--- config.mk ---
export PLATFORM = sky130hd
export DESIGN_NAME = regfile_read_port_flat
export DESIGN_NICKNAME = d
export VERILOG_FILES = /design/src/rtl/regfile_read_port_if.sv /design/src/rtl/regfile_read_port.sv /design/src/flat_wrapper.sv
export SDC_FILE = /design/constraint.sdc
export NUM_CORES = 1
export LEC_CHECK = 0
export ABC_AREA = 1
export BUFFER_PORTS_ARGS = -buffer_cell sky130_fd_sc_hd__clkbuf_2
export CAP_MARGIN = 10
export CORE_AREA = 2 2 454 456
export DETAILED_ROUTE_END_ITERATION = 12
export DIE_AREA = 0 0 456 458
export PLACE_DENSITY = 0.36
export SYNTH_ARGS = -nofsm -noshare
export SYNTH_HDL_FRONTEND = slang
export SYNTH_SLANG_ARGS = --single-unit
--- constraint.sdc ---
create_clock -name Clk -period 2.8 [get_ports Clk]
set_clock_uncertainty 0.1 [all_clocks]
set_input_delay 0.28 -clock Clk [delete_from_list [all_inputs] [get_ports Clk]]
set_output_delay 0.28 -clock Clk [all_outputs]
set_load 0.005 [all_outputs]
--- src/rtl/regfile_read_port_if.sv ---
// Operand read channel between the register-file read port and the execute stage.
// The requester (execute side) drives the request and output-ready; the read port answers.
interface regfile_read_port_if #(
  parameter int DW = 32,
  parameter int IW = 5
);
  logic          Req_valid;
  logic          Req_ready;
  logic [IW-1:0] Ra;
  logic [IW-1:0] Rb;
  logic          Out_valid;
  logic          Out_ready;
  logic [DW-1:0] Qa;
  logic [DW-1:0] Qb;

  modport master (
    output Req_valid, Ra, Rb, Out_ready,
    input  Req_ready, Out_valid, Qa, Qb
  );

  modport slave (
    input  Req_valid, Ra, Rb, Out_ready,
    output Req_ready, Out_valid, Qa, Qb
  );
endinterface

--- src/rtl/regfile_read_port.sv ---
// Dual-operand read port of the 32x32 register bank with an in-flight-write scoreboard.
// Define RF_BYPASS_EN to forward a source that is being written this cycle from Wr_D.
module regfile_read_port #(
  parameter  int NREG = 32,
  parameter  int DW   = 32,
  localparam int IW   = $clog2(NREG)
) (
  input  logic               Clk,
  input  logic               Rst,
  input  logic [NREG*DW-1:0] Q_flat,
  input  logic [DW-1:0]      Wr_D,
  input  logic [NREG-1:0]    Wr_En,
  input  logic               Iss_valid,
  input  logic [IW-1:0]      Iss_dest,
  regfile_read_port_if.slave rd
);

  logic [NREG-1:0] busy_q, busy_d;
  logic            out_valid_q, out_valid_d;
  logic [DW-1:0]   qa_q, qa_d;
  logic [DW-1:0]   qb_q, qb_d;

  logic [DW-1:0]   q_bank [NREG];
  logic            fwd_a, fwd_b;
  logic            hz;
  logic            req_ready;
  logic            accept;

  always_comb begin
    for (int i = 0; i < NREG; i++) begin
      q_bank[i] = Q_flat[i*DW +: DW];
    end
  end

`ifdef RF_BYPASS_EN
  assign fwd_a = Wr_En[rd.Ra] & (rd.Ra != '0);
  assign fwd_b = Wr_En[rd.Rb] & (rd.Rb != '0);
`else
  assign fwd_a = 1'b0;
  assign fwd_b = 1'b0;
`endif

  // busy_q[0] is held at zero, so r0 can never raise a hazard.
  assign hz        = (busy_q[rd.Ra] & ~fwd_a) | (busy_q[rd.Rb] & ~fwd_b);
  assign req_ready = ~hz & (~out_valid_q | rd.Out_ready);
  assign accept    = rd.Req_valid & req_ready;

  // Issue sets, a completing write clears; issue wins when both hit the same entry.
  always_comb begin
    // NOTE: every always_comb output gets a default first so no path leaves it unassigned (no latch).
    busy_d = busy_q;
    for (int i = 0; i < NREG; i++) begin
      if (i == 0) begin
        busy_d[i] = 1'b0;
      end else if (Iss_valid && (int'(Iss_dest) == i)) begin
        busy_d[i] = 1'b1;
      end else if (Wr_En[i]) begin
        busy_d[i] = 1'b0;
      end
    end
  end

  always_comb begin
    out_valid_d = out_valid_q;
    qa_d        = qa_q;
    qb_d        = qb_q;
    if (accept) begin
      out_valid_d = 1'b1;
      if (rd.Ra == '0)  qa_d = '0;
      else if (fwd_a)   qa_d = Wr_D;
      else              qa_d = q_bank[rd.Ra];
      if (rd.Rb == '0)  qb_d = '0;
      else if (fwd_b)   qb_d = Wr_D;
      else              qb_d = q_bank[rd.Rb];
    end else if (rd.Out_ready) begin
      out_valid_d = 1'b0;
    end
  end

  always_ff @(posedge Clk or posedge Rst) begin
    // NOTE: state registers use non-blocking assignments; reset clears control and data so outputs are defined.
    if (Rst) begin
      busy_q      <= '0;
      out_valid_q <= 1'b0;
      qa_q        <= '0;
      qb_q        <= '0;
    end else begin
      busy_q      <= busy_d;
      out_valid_q <= out_valid_d;
      qa_q        <= qa_d;
      qb_q        <= qb_d;
    end
  end

  assign rd.Req_ready = req_ready;
  assign rd.Out_valid = out_valid_q;
  assign rd.Qa        = qa_q;
  assign rd.Qb        = qb_q;

endmodule

--- src/flat_wrapper.sv ---
// flat-port wrapper written by rule: the top's interface ports become plain ports
module regfile_read_port_flat 
#(
  parameter  int NREG = 32,
  parameter  int DW   = 32,
  localparam int IW   = $clog2(NREG)
)
  (Clk, Rst, Q_flat, Wr_D, Wr_En, Iss_valid, Iss_dest, rd_Req_valid, rd_Ra, rd_Rb, rd_Out_ready, rd_Req_ready, rd_Out_valid, rd_Qa, rd_Qb);
  regfile_read_port_if #(.DW(DW), .IW(5)) rd_i ();
  input  logic Clk;
  input  logic Rst;
  input  logic [NREG*DW-1:0] Q_flat;
  input  logic [DW-1:0] Wr_D;
  input  logic [NREG-1:0] Wr_En;
  input  logic Iss_valid;
  input  logic [IW-1:0] Iss_dest;
  input wire logic [$bits(rd_i.Req_valid)-1:0] rd_Req_valid;
  input wire logic [$bits(rd_i.Ra)-1:0] rd_Ra;
  input wire logic [$bits(rd_i.Rb)-1:0] rd_Rb;
  input wire logic [$bits(rd_i.Out_ready)-1:0] rd_Out_ready;
  output wire logic [$bits(rd_i.Req_ready)-1:0] rd_Req_ready;
  output wire logic [$bits(rd_i.Out_valid)-1:0] rd_Out_valid;
  output wire logic [$bits(rd_i.Qa)-1:0] rd_Qa;
  output wire logic [$bits(rd_i.Qb)-1:0] rd_Qb;
  assign rd_i.Req_valid = rd_Req_valid;
  assign rd_i.Ra = rd_Ra;
  assign rd_i.Rb = rd_Rb;
  assign rd_i.Out_ready = rd_Out_ready;
  assign rd_Req_ready = rd_i.Req_ready;
  assign rd_Out_valid = rd_i.Out_valid;
  assign rd_Qa = rd_i.Qa;
  assign rd_Qb = rd_i.Qb;
  regfile_read_port #(.NREG(NREG), .DW(DW)) u_core (.Clk(Clk), .Rst(Rst), .Q_flat(Q_flat), .Wr_D(Wr_D), .Wr_En(Wr_En), .Iss_valid(Iss_valid), .Iss_dest(Iss_dest), .rd(rd_i));
endmodule
Word-level counts from Yosys, hierarchy flattened
Cells that the tools add are included.
{ "op_classes": {"eq_ne": 31, "order_cmp": 4, "reduce_logical": 65, "n_mux": 76, "bitwise_logic": 8, "div": 0, "shift": 0, "add_sub_neg": 0, "mul": 0} }
{ "ops": {"columns": ["cell", "count"], "rows": [
  ["binary-select mux 32 bit (select 5 bit)", 2],
  ["two-way mux 32 bit", 6],
  ["equality test 5 bit (second input constant)", 16],
  ["two-way mux 1 bit", 66],
  ["nonzero test 2 bit", 32],
  ["equality test 5 x 4 -> 1 bit (second input constant)", 8],
  ["logical AND 1 bit", 31],
  ["equality test 5 x 3 -> 1 bit (second input constant)", 4],
  [">= comparator 6 bit (second input constant)", 2],
  ["less-than comparator 5 x 6 -> 1 bit (second input constant)", 2],
  ["inverter 5 -> 6 bit", 2],
  ["binary-select mux 1 bit (select 5 bit)", 2],
  ["equality test 5 x 2 -> 1 bit (second input constant)", 2],
  ["zero test 5 bit", 2],
  ["equality test 5 x 1 -> 1 bit (second input constant)", 1],
  ["AND 1 bit", 2],
  ["inverter 1 bit", 2],
  ["bitwise OR 1 bit", 2]
]} }
{ "word_totals": {"out_inout_bits": 66, "latchBits": 0, "inputBits": 1108, "memories": 0, "romBits": 0, "ramBits": 0, "regBits": 96} }

Depth between registers and ports, before layout
Gate-level depths: netlist of run 1.
{ "logic_depth": {"word_depth": 7, "ltp_mapped": 16} }

Least setup slack after synthesis of run 1
No wires, ideal clock.
{ "synth_path": {"path_kind": "input to register", "from": "input rd_Rb[0]", "to": "register u_core.qb_q[1] (netlist: u_core.rd.Qb[1])", "stages": 12, "setup_time_ps": 118, "path_slack_ps": 978, "arrival_time_ps": 1604, "path_cell_list": "buf_4 -> inv_2 -> buf_4 -> buf_2 -> clkbuf_1 -> a21oi_1 -> o21ai_0 -> nand3_1 -> a21oi_1 -> nor2_1 -> nand3_1 -> nand2_1"} }
{ "synth_via": {"elab_chain_cells": 6} }
{ "synth_lines": {"columns": ["element", "line_no", "text"], "rows": [
  ["start: declaration", "flat_wrapper.sv:19", "input wire logic [$bits(rd_i.Rb)-1:0] rd_Rb;"],
  ["binary-select mux 1 bit (select 5 bit)", "regfile_read_port.sv:44", "assign hz = (busy_q[rd.Ra] & ~fwd_a) | (busy_q[rd.Rb] & ~fwd_b);"],
  ["two-way mux 1 bit (implied by the code)", "regfile_read_port.sv:44", null],
  ["bitwise OR 1 bit", "regfile_read_port.sv:44", null],
  ["inverter 1 bit", "regfile_read_port.sv:45", "assign req_ready = ~hz & (~out_valid_q | rd.Out_ready);"],
  ["AND 1 bit", "regfile_read_port.sv:45", null],
  ["AND 1 bit", "regfile_read_port.sv:46", "assign accept = rd.Req_valid & req_ready;"],
  ["end signal: assignment", "regfile_read_port.sv:91", "qb_q <= qb_d;"],
  ["end: declaration", "regfile_read_port.sv:21", "logic [DW-1:0] qb_q, qb_d;"]
]} }
Parallel ways exist; a longest one is shown, timed or not. The select of a mux whose other input is x is not followed.
A chain may end at the register's enable or synchronous reset.

Worst setup path after layout of run 1
{ "layout_path": {"from": "input rd_Ra[0]", "to": "register u_core.qa_q[25] (netlist: u_core.rd.Qa[25])"} }
{ "layout_via": {"elab_chain_cells": 6} }
{ "layout_lines": {"columns": ["element", "line_no", "text"], "rows": [
  ["start: declaration", "flat_wrapper.sv:18", "input wire logic [$bits(rd_i.Ra)-1:0] rd_Ra;"],
  ["binary-select mux 1 bit (select 5 bit)", "regfile_read_port.sv:44", null],
  ["two-way mux 1 bit (implied by the code)", "regfile_read_port.sv:44", null],
  ["bitwise OR 1 bit", "regfile_read_port.sv:44", null],
  ["inverter 1 bit", "regfile_read_port.sv:45", null],
  ["AND 1 bit", "regfile_read_port.sv:45", null],
  ["AND 1 bit", "regfile_read_port.sv:46", null],
  ["end signal: assignment", "regfile_read_port.sv:90", "qa_q <= qa_d;"],
  ["end: declaration", "regfile_read_port.sv:20", "logic [DW-1:0] qa_q, qa_d;"]
]} }
Parallel ways exist; a longest one is shown, timed or not. The select of a mux whose other input is x is not followed.

==> run metrics, run 1 <==
outcome finished clean; Max H-tree Level 3; y dimension of the die 458 um; Post-CTS Setup Bufs 0; worst ir drop on vdd 0.279 mV; share of post-route cells with drive strength above 1 25.3%; TritonCTS clock tree done; worst setup path class input port to flip-flop; last weighted congestion value of the routability-driven placer 0.969; post-synth net total 6192; wire length after detailed routing 292000 um; launching element type of the critical path input port; later-pin clock latency in the skew report 0.37 ns; total gr overflow 0; total global routing track utilization 26.6%; global-route wire length before repair 377000 um; leakage power figure 0.0184 uW; CTS Buf Count 9; number of instances in the placed design 8861; Post-synth EDFFs 0; clk root buf sky130_fd_sc_hd__clkbuf_16; count of warnings emitted by yosys 0; slew at the pin closest to its max-slew limit 0.903 ns; flop and latch count out of synthesis 96; mapped cell area 24300 um2; effective utilization at floorplan 11.9%; number of standard cells in the final layout excluding fillers 8969; CTS sink cnt 96; min Tclk post-route 2.69 ns; 1st-iter DRT viols 4258; post-synth cell types 25; share of flip-flops with an asynchronous set or reset 100%; most common library cells after synthesis sky130_fd_sc_hd__nand2_1, sky130_fd_sc_hd__nand3_1, sky130_fd_sc_hd__nor2_1; Achievable Freq 371 MHz; detailed placement HPWL 245000 um; top-area cell type share of the netlist area 27.3%; arrival time at the worst endpoint 2.86 ns; max-slew violations 0; register clock-pin slew on the reported worst setup and hold paths 0.07 ns; die boundary width 456 um; register area share after synthesis 9.87%; WP data required 2.96 ns; largest area contributor in the netlist sky130_fd_sc_hd__nand2_1; Setup TNS 0 ns; share of the core filled with cells in the final layout 17.9%; post-route clock period utilization 96.1%; via/cell ratio 4.63; max-capacitance violation count 0; count of pins on the block boundary 1174; number of antenna violations at the first check in global routing 154; IO buf count 1140; unrepaired setup endpoints after global routing no; worst hold path class input port to flip-flop; core footprint 204000 um2; Worst Hold Margin 0.00662 ns; area grow syn2layout 49.7%; drt first pass iters 6; DRC Markers 0; worst rel slew slack 39.7%; Vias 41600; via count of the first global-routing pass 39200; Final nets 7313; cells taking the most area after synthesis sky130_fd_sc_hd__nand2_1, sky130_fd_sc_hd__nand3_1, sky130_fd_sc_hd__o21ai_0; average instance area after synthesis 4.79 um2; post-layout power 11100 uW; ANT nets after route 0; total of endpoints with negative setup slack in the final report 0; maximum number of pins on one net before global-route repair 103; hold violation total from the final report 0; power per standard cell area 305 nW/um2; site row count 166; WL per Instance 32.6 um; dominant synthesized flop cell sky130_fd_sc_hd__dfrtp_1; cell count after synthesis 5084; clock buffer depth 2; floorplan die area 209000 um2; most used standard cell by instance count after synthesis sky130_fd_sc_hd__nand2_1; largest driver fanout on the critical path 23; endpoint class of the critical path flip-flop
[metrics by stage]
step,setup WS [ns],area [um2]
final,0.108,36400
after CTS,0.132,36300
after floorplan,0.978,24300
after global placement,-0.251,35700
after global routing,0.0455,36400
after detailed placement,-0.256,35700
[per-layer routing]
| metal | up-vias | share of wire [%] | global-route usage [%] | wire length (um) |
|---|---|---|---|---|
| li1 | 19000 | - | - | - |
| met2 | 2050 | 47 | 45.1 | 138000 |
| met5 | - | 0.18 | 0 | 516 |
| met3 | 380 | 6.9 | 5.90 | 20100 |
| met1 | 20000 | 41 | 32.7 | 121000 |
| met4 | 80 | 4.1 | 9.82 | 12100 |
[cells in the final DEF (no fill, tap or decap), types with 36 or more instances in the layout]
cell type,Yosys,layout
sky130_fd_sc_hd__inv_1,225,220
sky130_fd_sc_hd__o21ai_0,502,502
sky130_fd_sc_hd__o211ai_1,114,114
sky130_fd_sc_hd__a21oi_1,308,308
sky130_fd_sc_hd__diode_2,0,71
sky130_fd_sc_hd__clkbuf_2,0,1130
sky130_fd_sc_hd__o22ai_1,36,36
sky130_fd_sc_hd__nand2_1,1773,1773
sky130_fd_sc_hd__nor2_1,620,617
sky130_fd_sc_hd__nand3_1,865,863
sky130_fd_sc_hd__buf_12,0,97
sky130_fd_sc_hd__buf_4,25,309
sky130_fd_sc_hd__dfrtp_1,96,96
[final timing paths]
| path | endpoint | slack, ns | cells after the start | startpoint |
|---|---|---|---|---|
| setup / recovery | u_core.rd.Qa[25] | 0.11 | 14 | rd_Ra[0] |
| hold reg to reg | u_core.rd.Qa[20] | 0.38 | 2 | u_core.rd.Qa[20] |
| min in group asynchronous | u_core.rd.Qa[24] | 0.55 | 3 | Rst |
| hold / removal | u_core.busy_q[11] | 0.007 | 2 | Wr_En[11] |
| max in group asynchronous | u_core.busy_q[21] | 1.32 | 4 | Rst |
| setup reg to reg | u_core.rd.Qb[23] | 0.76 | 14 | u_core.busy_q[7] |
[critical path: stages]
cell and delay, ns:
sky130_fd_sc_hd__buf_8 0.14, sky130_fd_sc_hd__inv_8 0.27, sky130_fd_sc_hd__buf_4 0.37, sky130_fd_sc_hd__buf_4 0.22
sky130_fd_sc_hd__a21oi_1 0.06, sky130_fd_sc_hd__o21ai_1 0.11, sky130_fd_sc_hd__o21ai_0 0.12, sky130_fd_sc_hd__nor2_1 0.10
sky130_fd_sc_hd__nor2_1 0.05, sky130_fd_sc_hd__nor2_1 0.65, sky130_fd_sc_hd__buf_4 0.23, sky130_fd_sc_hd__nor2_1 0.06
sky130_fd_sc_hd__nand3_1 0.08, sky130_fd_sc_hd__nand2_1 0.06
[timing repair]
| action | CTS | global route |
|---|---|---|
| hold endpoints to repair | 51 | 0 |
| gates resized for setup | 0 | 0 |
| hold buffers | 21 | 0 |
[registers in the layout, indices dropped and copies added, names as in the netlist]
register and flops:
u_core.rd.Out_valid 1, u_core.busy_q 31, u_core.rd.Qa 32, u_core.rd.Qb 32
[logic make-up (layout without fill, tap and decap cells)]
family	count (synthesis)	in the layout	share of synthesized area, %
buffers and inverters	685	1811	12.1
AOI/OAI and AO/OA	996	996	22.1
DFF	96	96	9.87
and+or+nand+nor	3307	3307	56.0
other	0	71	0
[power breakdown]
group          internal (uW)  switching [uW]  total [uW]
Sequential              1730             229        1960
Clock                    808             624        1430
Combinational           2560            5180        7740
Total                   5100            6030       11100
[area by class of cell]
cell class,count,area (um2)
clock buffers,11,243
inverters,233,930
well taps,2688,3360
clock inverters,5,80.1
multi-input cells,4303,19000
flip-flops and latches,96,2400
diodes,71,178
repair buffers,1562,10200
fillers,24000,167000
(Power assumes the default switching activity.)
==> inputs of run 2 (changes only) <==
- CORE_AREA: 2 2 454 456 -> 2 2 462 464
- DIE_AREA: 0 0 456 458 -> 0 0 464 466
- PLACE_DENSITY: 0.36 -> 0.35
==> run metrics, run 2 (same netlist as run 1, synthesis figures left out) <==
number of antenna violations at the first check in global routing 156 (was 154); share of post-route cells with drive strength above 1 25.4% (was 25.3%); max-slew violations 0 (unchanged); count of pins on the block boundary 1174 (unchanged); WP data required 3.03 ns (was 2.96 ns); chain of cells forming the critical path buf_8 -> nand2_1 -> buf_12 -> inv_8 -> buf_4 -> nand2_1 -> nand3_1 -> o21ai_1 -> nor2_1 -> buf_4 -> nor2_1 -> nor2_1 -> buf_4 -> nand3_1 -> nand2_1 (was buf_8 -> inv_8 -> buf_4 -> buf_4 -> a21oi_1 -> o21ai_1 -> o21ai_0 -> nor2_1 -> nor2_1 -> nor2_1 -> buf_4 -> nor2_1 -> nand3_1 -> nand2_1); worst rel slew slack 45.2% (was 39.7%); leakage power figure 0.0184 uW (about the same); via/cell ratio 4.55 (was 4.63); r2r setup slk 0.69 ns (was 0.76 ns); area grow syn2layout 49.9% (was 49.7%); standard cell with the maximum stage delay on the critical path sky130_fd_sc_hd__nor2_1 (unchanged); power per standard cell area 301 nW/um2 (was 305 nW/um2); hold violation total from the final report 0 (unchanged); total of endpoints with negative setup slack in the final report 0 (unchanged); FF-to-FF path depth 13 (was 14); Worst Hold Margin 0.0217 ns (was 0.00662 ns); drt first pass iters 8 (was 6); core footprint 211000 um2 (was 204000 um2); Achievable Freq 377 MHz (was 371 MHz); clk root buf sky130_fd_sc_hd__clkbuf_16 (unchanged); outcome finished clean (unchanged); worst hold path cell count 2 (unchanged); launching element type of the critical path input port (unchanged); min-delay src Wr_En[25] (was Wr_En[11]); max-capacitance violation count 0 (unchanged); min Tclk post-route 2.66 ns (was 2.69 ns); unrepaired setup endpoints after global routing no (unchanged); effective utilization at floorplan 11.5% (was 11.9%); largest driver fanout on the critical path 18 (was 23); floorplan die area 216000 um2 (was 209000 um2); detailed placement HPWL 237000 um (was 245000 um); maximum number of pins on one net before global-route repair 97 (was 103); reg-to-reg startpoint u_core.busy_q[16] (was u_core.busy_q[7]); later-pin clock latency in the skew report 0.38 ns (was 0.37 ns); IO buf count 1140 (unchanged); Vias 41500 (was 41600); arrival time at the worst endpoint 2.89 ns (was 2.86 ns); worst setup path class input port to flip-flop (unchanged); leading cell types in the layout, fill and taps excluded sky130_fd_sc_hd__nand2_1, sky130_fd_sc_hd__clkbuf_2, sky130_fd_sc_hd__nand3_1 (unchanged); Setup TNS 0 ns (unchanged); total global routing track utilization 24.8% (was 26.6%); y dimension of the die 466 um (was 458 um); worst ir drop on vdd 0.256 mV (was 0.279 mV); end of the worst hold path u_core.busy_q[25] (was u_core.busy_q[11]); critical path's largest stage delay 0.55 ns (was 0.65 ns); share of the core filled with cells in the final layout 17.3% (was 17.9%); Post-CTS Setup Bufs 0 (unchanged); global-route wire length before repair 367000 um (was 377000 um); TritonCTS clock tree done (unchanged); site row count 169 (was 166); most frequent standard cell in the layout excluding fill and tap cells sky130_fd_sc_hd__nand2_1 (unchanged); ANT nets after route 0 (unchanged); Max H-tree Level 3 (unchanged); post-route clock period utilization 94.8% (was 96.1%); 1st-iter DRT viols 4393 (was 4258); CTS sink cnt 96 (unchanged); via count of the first global-routing pass 39200 (about the same); register clock-pin slew on the reported worst setup and hold paths 0.09 ns (was 0.07 ns); CTS Buf Count 9 (unchanged); endpoint of the most critical register-to-register path u_core.rd.Qb[4] (was u_core.rd.Qb[23]); Final nets 7329 (was 7313); wire length after detailed routing 282000 um (was 292000 um); total gr overflow 0 (unchanged); clock buffer depth 2 (unchanged); last weighted congestion value of the routability-driven placer 0.925 (was 0.969); WL per Instance 31.0 um (was 32.6 um); slew at the pin closest to its max-slew limit 0.819 ns (was 0.903 ns); worst hold path class input port to flip-flop (unchanged); DRC Markers 0 (unchanged); die boundary width 464 um (was 456 um); endpoint class of the critical path flip-flop (unchanged); post-layout power 11000 uW (was 11100 uW)
run 2: changes by cell type in the layout (fill, tap and decap cells not counted), moves of 2 or more:
cell / previous run / this run
sky130_fd_sc_hd__bufinv_16: 2 / 0
sky130_fd_sc_hd__buf_12: 97 / 78
sky130_fd_sc_hd__inv_6: 2 / 4
sky130_fd_sc_hd__clkinvlp_4: 3 / 1
sky130_fd_sc_hd__buf_4: 309 / 334
sky130_fd_sc_hd__clkbuf_8: 2 / 0
sky130_fd_sc_hd__dlygate4sd3_1: 21 / 29
sky130_fd_sc_hd__buf_6: 0 / 2
run 2: area by class of cell:
type,count,area (um2)
Tap cell,2821,3530
Clock inverter,6,52.6
Antenna cell,72,180
Timing Repair Buffer,1578,10100
Clock buffer,10,229
Fill cell,24900,175000
Inverter,233,933
Sequential cell,96,2400
Multi-Input combinational cell,4303,19000
run 2: worst max-delay path by stage:
stage / from / to / slack, ns
after floorplan: rd_Rb[0] / u_core.rd.Qb[1] / 0.98
after detailed placement: rd_Ra[0] / u_core.rd.Qa[7] / -0.20
after global routing: rd_Ra[0] / rd_Req_ready / 0.15
final: rd_Ra[0] / u_core.rd.Qa[7] / 0.14
after global placement: rd_Ra[0] / u_core.rd.Qa[7] / -0.19
after CTS: rd_Ra[0] / u_core.rd.Qa[7] / 0.21
run 2: worst max-delay path: cells and delay by family:
kind            cells  cell delay [ns]
compound gates      1             0.08
simple gates        8             1.25
buf+inv             6             1.21
run 2: per-layer routing:
metal / global-route usage [%] / part of all wire, % / vias up
li1: - / - / 19100
met3: 7.57 / 8.7 / 326
met5: 0 / 0.22 / -
met2: 39.8 / 45 / 2149
met4: 7.04 / 3.0 / 96
met1: 31.9 / 43 / 19900
run 2: power by group:
group / total [uW] / switching (uW) / internal, uW
clock: 1350 / 724 / 622
sequential: 1950 / 217 / 1730
combinational: 7700 / 5160 / 2540
run 2: repair_timing:
item | in CTS | in global routing
endpoints found under the hold margin | 95 | 0
resized for setup | 0 | 0
hold buffers | 29 | 0
run 2: through the flow:
stage / instances / instance area (um2) / setup WS [ns]
6_report: 9119 / 36500 / 0.145
2_1_floorplan: 5084 / 24300 / 0.978
3_5_place_dp: 9002 / 35700 / -0.197
4_1_cts: 9047 / 36300 / 0.212
5_1_grt: 9083 / 36400 / 0.153
3_3_place_gp: 9002 / 35700 / -0.190
